## src/rtl/wasm_instr_loader.sv

```systemverilog
// Instruction-memory loader: packs a host byte stream little-endian into 64-bit
// words and drives the core's instruction-memory write interface from address 0.
module wasm_instr_loader #(
  parameter int unsigned ADDR_W = 15,
  parameter int unsigned LEN_W  = 18
) (
  input  logic              i_clk,
  input  logic              i_rst,
  input  logic              i_start,
  input  logic [LEN_W-1:0]  i_len,
  input  logic              i_byte_vld,
  input  logic [7:0]        i_byte_data,
  output logic              o_byte_rdy,
  input  logic              i_instr_mem_wr_rdy,
  output logic              o_instr_mem_wr_vld,
  output logic [ADDR_W-1:0] o_instr_mem_wr_addr,
  output logic [63:0]       o_instr_mem_wr_data,
  output logic              o_instr_mem_wr_finish,
  output logic              o_busy,
  output logic              o_done,
  output logic              o_err
);

  // Compare width wide enough to hold both i_len and the largest legal length.
  localparam int unsigned CmpW = (LEN_W > ADDR_W + 4) ? LEN_W : ADDR_W + 4;
  localparam logic [CmpW-1:0] MaxLen = CmpW'(1) << (ADDR_W + 3);

  typedef enum logic [1:0] {StIdle, StCollect, StWrite, StFinish} state_e;

  state_e             state_q, state_d;
  logic [ADDR_W-1:0]  addr_q, addr_d;
  logic [2:0]         lane_q, lane_d;
  logic [63:0]        pack_q, pack_d;
  logic [LEN_W-1:0]   rem_q, rem_d;
  logic               last_q, last_d;
  logic               done_q, done_d;
  logic               err_q, err_d;
  logic               byte_rdy;

  logic [CmpW-1:0]    len_ext;
  logic               len_illegal;
  logic               len_zero;

  assign len_ext     = CmpW'(i_len);
  assign len_illegal = len_ext > MaxLen;
  assign len_zero    = (i_len == '0);

  // Next-state logic: start decode, byte packing and the write handshake.
  always_comb begin
    state_d  = state_q;
    addr_d   = addr_q;
    lane_d   = lane_q;
    pack_d   = pack_q;
    rem_d    = rem_q;
    last_d   = last_q;
    done_d   = 1'b0;
    err_d    = err_q;
    byte_rdy = 1'b0;

    unique case (state_q)
      // Starts are only honoured when not busy; FINISH accepts them like IDLE.
      StIdle, StFinish: begin
        if (i_start) begin
          if (len_illegal) begin
            err_d   = 1'b1;
            state_d = StIdle;
          end else begin
            err_d  = 1'b0;
            addr_d = '0;
            lane_d = '0;
            pack_d = '0;
            last_d = 1'b0;
            if (len_zero) begin
              state_d = StFinish;
              done_d  = 1'b1;
            end else begin
              rem_d   = i_len;
              state_d = StCollect;
            end
          end
        end
      end

      StCollect: begin
        byte_rdy = 1'b1;
        if (i_byte_vld) begin
          pack_d[{lane_q, 3'b000} +: 8] = i_byte_data;
          lane_d = lane_q + 3'd1;
          rem_d  = rem_q - LEN_W'(1);
          if (lane_q == 3'd7 || rem_q == LEN_W'(1)) begin
            state_d = StWrite;
            last_d  = (rem_q == LEN_W'(1));
          end
        end
      end

      StWrite: begin
        if (i_instr_mem_wr_rdy) begin
          addr_d = addr_q + ADDR_W'(1);
          if (last_q) begin
            state_d = StFinish;
            done_d  = 1'b1;
          end else begin
            state_d = StCollect;
            lane_d  = '0;
            pack_d  = '0;
          end
        end
      end

      default: state_d = StIdle;
    endcase
  end

  // State registers with synchronous reset; reset also aborts a load in flight.
  always_ff @(posedge i_clk) begin
    if (i_rst) begin
      state_q <= StIdle;
      addr_q  <= '0;
      lane_q  <= '0;
      pack_q  <= '0;
      rem_q   <= '0;
      last_q  <= 1'b0;
      done_q  <= 1'b0;
      err_q   <= 1'b0;
    end else begin
      state_q <= state_d;
      addr_q  <= addr_d;
      lane_q  <= lane_d;
      pack_q  <= pack_d;
      rem_q   <= rem_d;
      last_q  <= last_d;
      done_q  <= done_d;
      err_q   <= err_d;
    end
  end

  // Output decode from the registered state.
  always_comb begin
    o_byte_rdy            = byte_rdy;
    o_instr_mem_wr_vld    = (state_q == StWrite);
    o_instr_mem_wr_addr   = addr_q;
    o_instr_mem_wr_data   = pack_q;
    o_instr_mem_wr_finish = (state_q == StFinish);
    o_busy                = (state_q == StCollect) || (state_q == StWrite);
    o_done                = done_q;
    o_err                 = err_q;
  end

endmodule

```

## config.mk

```make
export PLATFORM = sky130hd
export DESIGN_NAME = wasm_instr_loader
export DESIGN_NICKNAME = d
export VERILOG_FILES = /design/src/rtl/wasm_instr_loader.sv
export SDC_FILE = /design/constraint.sdc
export NUM_CORES = 1
export LEC_CHECK = 0
export ABC_CLOCK_PERIOD_IN_PS = 2800
export CAP_MARGIN = 20
export CORE_MARGIN = 2
export CORE_UTILIZATION = 35
export DETAILED_ROUTE_END_ITERATION = 7
export SLEW_MARGIN = 10
export SYNTH_ARGS = -nofsm -noshare
export SYNTH_HDL_FRONTEND = slang
export SYNTH_SLANG_ARGS = --single-unit
export TNS_END_PERCENT = 20
```

## constraint.sdc

```tcl
create_clock -name i_clk -period 2.8 [get_ports i_clk]
set_clock_uncertainty 0.1 [all_clocks]
set_input_delay 0.84 -clock i_clk [delete_from_list [all_inputs] [get_ports i_clk]]
set_output_delay 0.84 -clock i_clk [all_outputs]
set_load 0.01 [all_outputs]
```

==> Word level (Yosys, flattened, before mapping) <==
Index checks and enable logic that the tools add are counted.
Widths: inputs -> output; s select.
{ "op_classes": {"n_addsub": 4, "order_cmp": 1, "n_eq_ne": 12, "shift": 2, "muxes": 43, "n_reduce_logical": 13} }
{ "op_table": {"columns": ["op", "n"], "rows": [
  ["$mux 64", 5],
  ["$pmux 64 s3", 1],
  ["$mux 18", 4],
  ["$bwmux 64", 1],
  ["$shift 8x8->64 const A", 1],
  ["$shiftx 8x8->64", 1],
  ["$mux 15", 3],
  ["$pmux 18 s2", 1],
  ["$pmux 15 s2", 1],
  ["$gt 18x19->1 const B", 1],
  ["$eq 18x1->1 const B", 1],
  ["$logic_not 18->1", 1],
  ["$sub 18x1->18 const B", 1],
  ["$add 15x1->15 const B", 1],
  ["$mux 3", 5],
  ["$reduce_and 5->1", 3],
  ["$mux 2", 7],
  ["$ne 2x2->1 const B", 7],
  ["$mux 1", 11],
  ["$pmux 3 s3", 1],
  ["$neg 6->8", 1],
  ["$reduce_and 4->1", 2],
  ["$pmux 2 s3", 1],
  ["$eq 2x2->1 const B", 2],
  ["9 further kinds", 12]
]} }
{ "word_totals": {"reg_bits": 105, "input_bits": 31, "wordCells": 83} }

==> Depth between registers and ports, before layout <==
{ "logic_depth": {"word_depth": 5, "ltp_mapped": 9, "mapped_depth_nobuf": 8} }

==> Worst setup path after synthesis <==
Ideal clock, no wire load.
{ "synth_timing": {"path_kind": "input port to flip-flop", "startpoint": "in i_len[16]", "endpoint": "reg rem_q[12]", "arrival_ns": 2.019, "required_ns": 2.608, "setup_slack_ns": 0.588, "cell_stages": 6, "n_path_buf": 1, "cell_sequence": "nor4b_1 nand4_1 o21ai_1 clkbuf_1 a21oi_1 o32ai_1"} }
{ "synth_between": {"elab_chain_cells": 3, "word_cells_on_any_way": 5, "cone_classes": "1 x order compare; 2 x eq/ne; 2 x reduce/logical"} }
{ "synth_lines": {"columns": ["element", "line", "rtl"], "rows": [
  ["from (decl)", "10", "input logic [LEN_W-1:0] i_len,"],
  ["$gt 18x19->1 or $logic_not 18->1 (tied branches)", "45, 46", null],
  ["$ne 2x2->1 (no line)", null, null],
  ["$reduce_and 5->1 (no line) *", null, null],
  ["to (signal assigned)", "131", "rem_q <= rem_d;"],
  ["to (decl)", "34", "logic [LEN_W-1:0] rem_q, rem_d;"]
]} }
Every way passes the cells marked *; elsewhere a longest branch is shown, timed or not.
A chain may end at the register's enable or synchronous reset.

==> Worst setup path in the final report <==
{ "layout_timing": {"startpoint": "reg state_q[0]", "endpoint": "out o_busy"} }
{ "layout_between": {"elab_chain_cells": 2, "word_cells_on_any_way": 3, "cone_classes": "2 x eq/ne; 1 x reduce/logical"} }
{ "layout_lines": {"columns": ["element", "line", "rtl"], "rows": [
  ["from (decl)", "30", "state_e state_q, state_d;"],
  ["from (signal assigned)", "118", "state_q <= StIdle;"],
  ["from (signal assigned)", "127", "state_q <= state_d;"],
  ["$eq 2x1->1 or $eq 2x2->1 (tied branches)", "145", "o_busy = (state_q == StCollect) || (state_q == StWrite);"],
  ["$logic_or 1x1->1 *", "145", null],
  ["to (decl)", "19", "output logic o_busy,"]
]} }
Marked as above.

==> reports/results.ini <==
[status]
status = complete, no violations

[clocking]
cts_buffers = 9
clock_latency_ns = 0.35
htree_num_levels = 3
clk_pin_slew_ns = 0.07
clockRootBuffer = clkbuf_16
numClockSinks = 104
hold_buffers = 0
cts_resized = 1
cts_buffer_depth = 2
cts_tree = built
post-cts-setup-buffers = 0

[layout]
antennaDiodeCount = 0
area_growth_pct = 36.46
stdcell_area_um2 = 6416
nets = 703
drive_gt1_frac = 0.07402

[routing]
dr_total_vias = 4580
avgRoutedWirePerCell_um = 16.60
post-route-drc-count = 0
drt_iter0_drc = 314
vias_per_cell = 5.465
ant_nets = 0
drt-total-wl_mm = 13.91
firstDrtPassIters = 5

[floorplan]
io_pins = 116
core_area_um2 = 13190
die_w_um = 119.9
core.rowCount = 42
die-area_um2 = 14380
start_util = 0.3565
die_h_um = 119.9

[grt]
grt_max_degree = 35
grt_pass1_wl_mm = 22.13
grt_pass1_vias = 4322
antenna_found_initial = 0
track_usage = 0.1923
grt_overflow_total = 0

[synth]
netlist_instances = 547
synth.top_cells.by_area = dfxtp_1, nor2_1, a32oi_1
syn-num-nets = 591
synth_top_area_share = 0.4428
synth-edff-count = 0
yosysMostFrequentCell = dfxtp_1
ys_types = 55
synth_warnings = 0
synth_async_sr_flop_share = 0
yosys-top-cells-count = dfxtp_1, nor2_1, a21oi_1, nand2_1, a32oi_1
yosys_register_bits = 104
synth-main-ff-cell = dfxtp_1
yosysSeqAreaShare = 0.4428
mappedNetlistArea_um2 = 4702
syn_area_per_cell_um2 = 8.596
synth_top_area_cell = dfxtp_1

[power_and_ir_drop]
power_leakage_uw = 0.002236
cellPowerDensity_nw_per_um2 = 830.9
irDropWorstVdd_v = 0.0004815

[timing]
finalSetupViolations = 0
timing.fmax_mhz = 369.3
hold_violations = 0
min_period_ns = 2.708
slew_violations = 0
relSlewSlack = 0.5871
setup_ws_ns = 0.09226
tightestPinTransition_ns = 0.6137
fin_crit_sh = 0.9671
rsz0062_at_grt = no

[run]
cap_viol_max_count = 0

[worst_hold_path]
hold_path.class = reg2reg

[worst_setup_path]
start_kind = flip-flop
cp-end-kind = output pin
required_ns = 1.86
worstSetupPathType = reg2out
crit_fanout = 5
cp.arrival_ns = 1.77

[placement]
place_area_um2 = 6117
post-place-ws_ns = -0.1208
dp_hpwl_mm = 9.782
place_congestion = 0.8205
numPortBuffers = 114

[cells in the final DEF (no fill, tap or decap), types with 10 or more instances in the layout]
cell	instances
nand2_1	35
nor3_1	12
o21ai_1	15
nand3_1	17
a22o_1	10
dfxtp_1	103
nor2_1	91
xnor2_1	10
inv_1	16
ha_1	12
clkdlybuf4s50_1	113
a22oi_1	23
a21oi_1	35
a32oi_1	32
buf_4	19
[area by class of cell]
type,instances,area [µm²]
clock buffer,10,239.0
timing repair buffer,135,1319
multi-input combinational,392,2435
sequential,104,2083
fill,1281,6774
clock inverter,4,56.30
inverter,17,63.81
tap,176,220.2
[stage by stage]
stage | utilization | total power, µW | TNS [ns] | hold slack, ns | cells
2_1_floorplan | - | 3322 | 0 | 0.3470 | 547
3_3_place_gp | 0.4638 | 4007 | -0.3575 | 0.3661 | 824
3_5_place_dp | 0.4638 | 4060 | -0.7474 | 0.3625 | 824
4_1_cts | 0.4863 | 5340 | 0 | 0.3835 | 838
5_1_grt | 0.4864 | 5680 | 0 | 0.4024 | 838
6_report | 0.4864 | 5331 | 0 | 0.3781 | 838
[per-layer routing]
metal  up-vias  share of wire  GRT usage
li1       2230              -          -
met1      2198           0.46     0.2542
met2       136           0.47     0.3072
met3        16          0.059    0.05703
met4         0          0.011    0.04926
met5         -              0          0
[flip-flops by register name, indices dropped and copies added (netlist names)]
signal	cells
o_instr_mem_wr_addr	15
last_q	1
o_instr_mem_wr_data	64
state_q	2
rem_q	18
lane_q	3
o_done	1
[worst paths after layout]
| check | cells after the start | from | slack (ns) | endpoint |
|---|---|---|---|---|
| max reg2reg | 8 | lane_q[0] | 0.30 | o_instr_mem_wr_data[61] |
| min reg2reg | 1 | o_instr_mem_wr_data[43] | 0.38 | o_instr_mem_wr_data[43] |
| max | 4 | state_q[0] | 0.09 | o_busy |
| min | 1 | o_instr_mem_wr_data[43] | 0.38 | o_instr_mem_wr_data[43] |
[worst max-delay path: stages (launching register included)]
cell and delay [ns]:
dfxtp_2 0.36, inv_1 0.08, ha_2 0.33, inv_1 0.11, clkdlybuf4s50_1 0.54
[where the power goes]
part           switching [µW]  total (µW)  internal [µW]
Combinational            1410        2270            861
Clock                     549        1260            712
Sequential                165        1800           1630
[cells by family (layout without fill, tap and decap cells)]
kind of cell	after synthesis	after routing	synth area share
AND/OR/NAND/NOR	211	211	0.2201
AO/OA/AOI/OAI	151	151	0.2286
flip-flops	104	104	0.4428
buffers and inverters	51	166	0.04258
adder cells (fa/ha/maj)	13	13	0.03459
XOR/XNOR	13	13	0.02422
multiplexers	3	3	0.006387
other	1	1	0.0007975
No activity file was read; power rests on OpenSTA's default activity.
==> RTL change: new RTL, same flow settings <==
Take the reset off `addr_q` and load it in a clocked block of its own.
--- a/src/rtl/wasm_instr_loader.sv
+++ b/src/rtl/wasm_instr_loader.sv
@@ -117,5 +117,4 @@
     if (i_rst) begin
       state_q <= StIdle;
-      addr_q  <= '0;
       lane_q  <= '0;
       pack_q  <= '0;
@@ -126,5 +125,4 @@
     end else begin
       state_q <= state_d;
-      addr_q  <= addr_d;
       lane_q  <= lane_d;
       pack_q  <= pack_d;
@@ -134,4 +132,8 @@
       err_q   <= err_d;
     end
+  end
+
+  always_ff @(posedge i_clk) begin
+    addr_q <= addr_d;
   end
 
Behaviour: differs if i_rst is asserted again (counterexample within 4 cycles, from zero or initial values and one cycle with i_rst high); with i_rst held inactive, the same outputs for 4 cycles.
==> RTL change against the unedited design <==
Total power increased by 18%. First-iteration DRC count increased by 22%. Sequential cell count unchanged. Largest cell class unchanged. Design area increased by 3.2%. Clock power increased by 13%. Synthesized cell count unchanged. Worst setup slack improved by 9.3 ps. Sequential power increased by 17%. Via count increased by 0.81%. Synthesized area increased by 3.3%. Wire length increased by 1.1%. Count of clock-buffer cells in the layout unchanged. Non-clock buffer count increased by 2.
==> RTL change: results (changes against the unedited design) <==
metric	value	unit	change
status	completed		
asr flop ratio synth	0	%	unchanged
Clock Root Buffer	clkbuf_16		
Worst-Skew Late Latency	350	ps	about the same
Num CTS Buffers	9		unchanged
PortBufs	114		unchanged
Yosys cell types	55		unchanged
largest cells by area after synthesis	dfxtp_1, edfxtp_1, a32oi_1, nor2_1, a22oi_1		
H-tree depth	3		unchanged
ys flop type	dfxtp_1		
max reg flops	64		unchanged
syn_nets	591		unchanged
worst-case clock buffer depth	2		unchanged
Slew Limit Fails	0		unchanged
Hold Path End	o_instr_mem_wr_data[48]$_SDFFE_PP0P_		
Hold Path Class	reg -> reg		
GRT Resource Usage Total	19.0	%	-0.22 points
Hold Path Cell Cnt	2		+1
layout cells sized above 1	7.90	%	+0.50 points
Synth warnings	0		unchanged
RR Endpoint	o_instr_mem_wr_data[46]$_SDFFE_PP0P_		
initial antenna violation count	0		unchanged
post-CTS setup buffer count	0		unchanged
critical-path maximum fanout	4		-1
PwrDens	950	nW/um^2	+14%
peak supply drop	0.564	mV	+17%
Reg-to-Reg Start	lane_q[1]$_SDFFE_PP0P_		
DR pass1 iterations	5		unchanged
drt wl/cell	16.8	um	+1.1%
via/cell ratio	5.51		+0.81%
Post-synth EDFFs	15		+15
reg2reg setup slack	410	ps	+110 ps
crit path DAT	1760	ps	
Worst-path clk slew	70	ps	about the same
antenna cells	0		unchanged
largest net degree at the start of global routing	86		+150%
commonest cells in the netlist	dfxtp_1, nor2_1, a32oi_1		
critical hold path startpoint	o_instr_mem_wr_data[48]$_SDFFE_PP0P_		
global-route wire length before repair	22500	um	+1.5%
First DRT Iteration DRCs	383		+22%
leakage	2.36	nW	+5.7%
Int Pwr	3.81	mW	+19%
Worst slew margin	58.8	%	+0.085 points
Layout Nets	697		-0.85%
vias in the first global route	4376		+1.2%
Routability Congestion	0.808		-1.5%
Critical path origin	state_q[0]$_SDFFE_PP0P_		
Detailed Place HPWL	9660	um	-1.2%
Seq/Total Area, Yosys	46.0	%	+1.7 points
==> RTL change: cell count changes after synthesis, sizes merged, moves of 9 or more <==
| cell | change |
|---|---|
| nor2 | -11 |
| clkbuf | +13 |
| a22o | -10 |
| edfxtp | +15 |
| a32oi | +9 |
| dfxtp | -15 |
| and2 | +13 |
==> RTL change: cell type report <==
cell class	count	area (um^2)
Clock inverter	6	97.6
Clock buffer	10	239
Tap cell	180	225
Sequential cell	104	2230
Timing Repair Buffer	137	1350
Inverter	14	52.6
Multi-Input combinational cell	387	2430
Fill cell	1326	7100
==> RTL change: cell families after synthesis <==
family,Yosys count,share of synthesized area (%)
flops,104,46.0
buf+inv,56,4.40
compound gates,149,22.1
xor+xnor,11,1.98
simple gates,210,21.5
other cells,1,0.0772
fa+ha+maj,13,3.35
mux,3,0.618
==> RTL change: worst max-delay path by stage <==
stage,endpoint,slack [ps],cells after the start
2_1_floorplan,o_instr_mem_wr_addr[0]$_SDFFCE_PP0P_,150,5
4_1_cts,o_busy,30,4
3_3_place_gp,rem_q[16]$_SDFFE_PP0P_,-130,7
3_5_place_dp,rem_q[16]$_SDFFE_PP0P_,-100,7
5_1_grt,o_byte_rdy,2,3
6_report,o_busy,100,4
==> RTL change: per-layer routing <==
metal	track usage, %	vias up	share of wire (%)
met4	3.74	0	0.63
met1	25.3	2230	46
met2	30.0	144	46
li1	-	2235	-
met5	0	-	0
met3	6.69	8	7.1
==> RTL change: critical path, cell delays in order, from the launching register on <==
cell and delay, ps:
dfxtp_2 350, inv_1 80, ha_1 350, inv_1 90
clkdlybuf4s50_1 530
==> RTL change: metrics by stage <==
step	worst slack, ps	utilization (%)	instances	hold WS, ps	instance area [um^2]
after floorplan	147	-	547	351	4860
after global placement	-131	45.8	822	366	6280
after detailed placement	-102	45.8	822	380	6280
after CTS	26.1	48.3	838	391	6620
after global routing	1.74	48.3	838	409	6620
final	102	48.3	838	391	6620
==> RTL change: power groups by stage <==
stage | sequential, mW | clock (mW) | combinational [mW]
2_1_floorplan | 2.13 | 0 | 1.67
5_1_grt | 2.14 | 1.52 | 3.07
6_report | 2.10 | 1.42 | 2.77
3_3_place_gp | 2.12 | 0 | 2.71
4_1_cts | 2.09 | 1.46 | 2.77
3_5_place_dp | 2.13 | 0 | 2.75
==> RTL change: what timing repair did <==
item,in CTS,in global routing
setup endpoints to repair,0,1
resized for setup,0,1
hold buffers,0,0
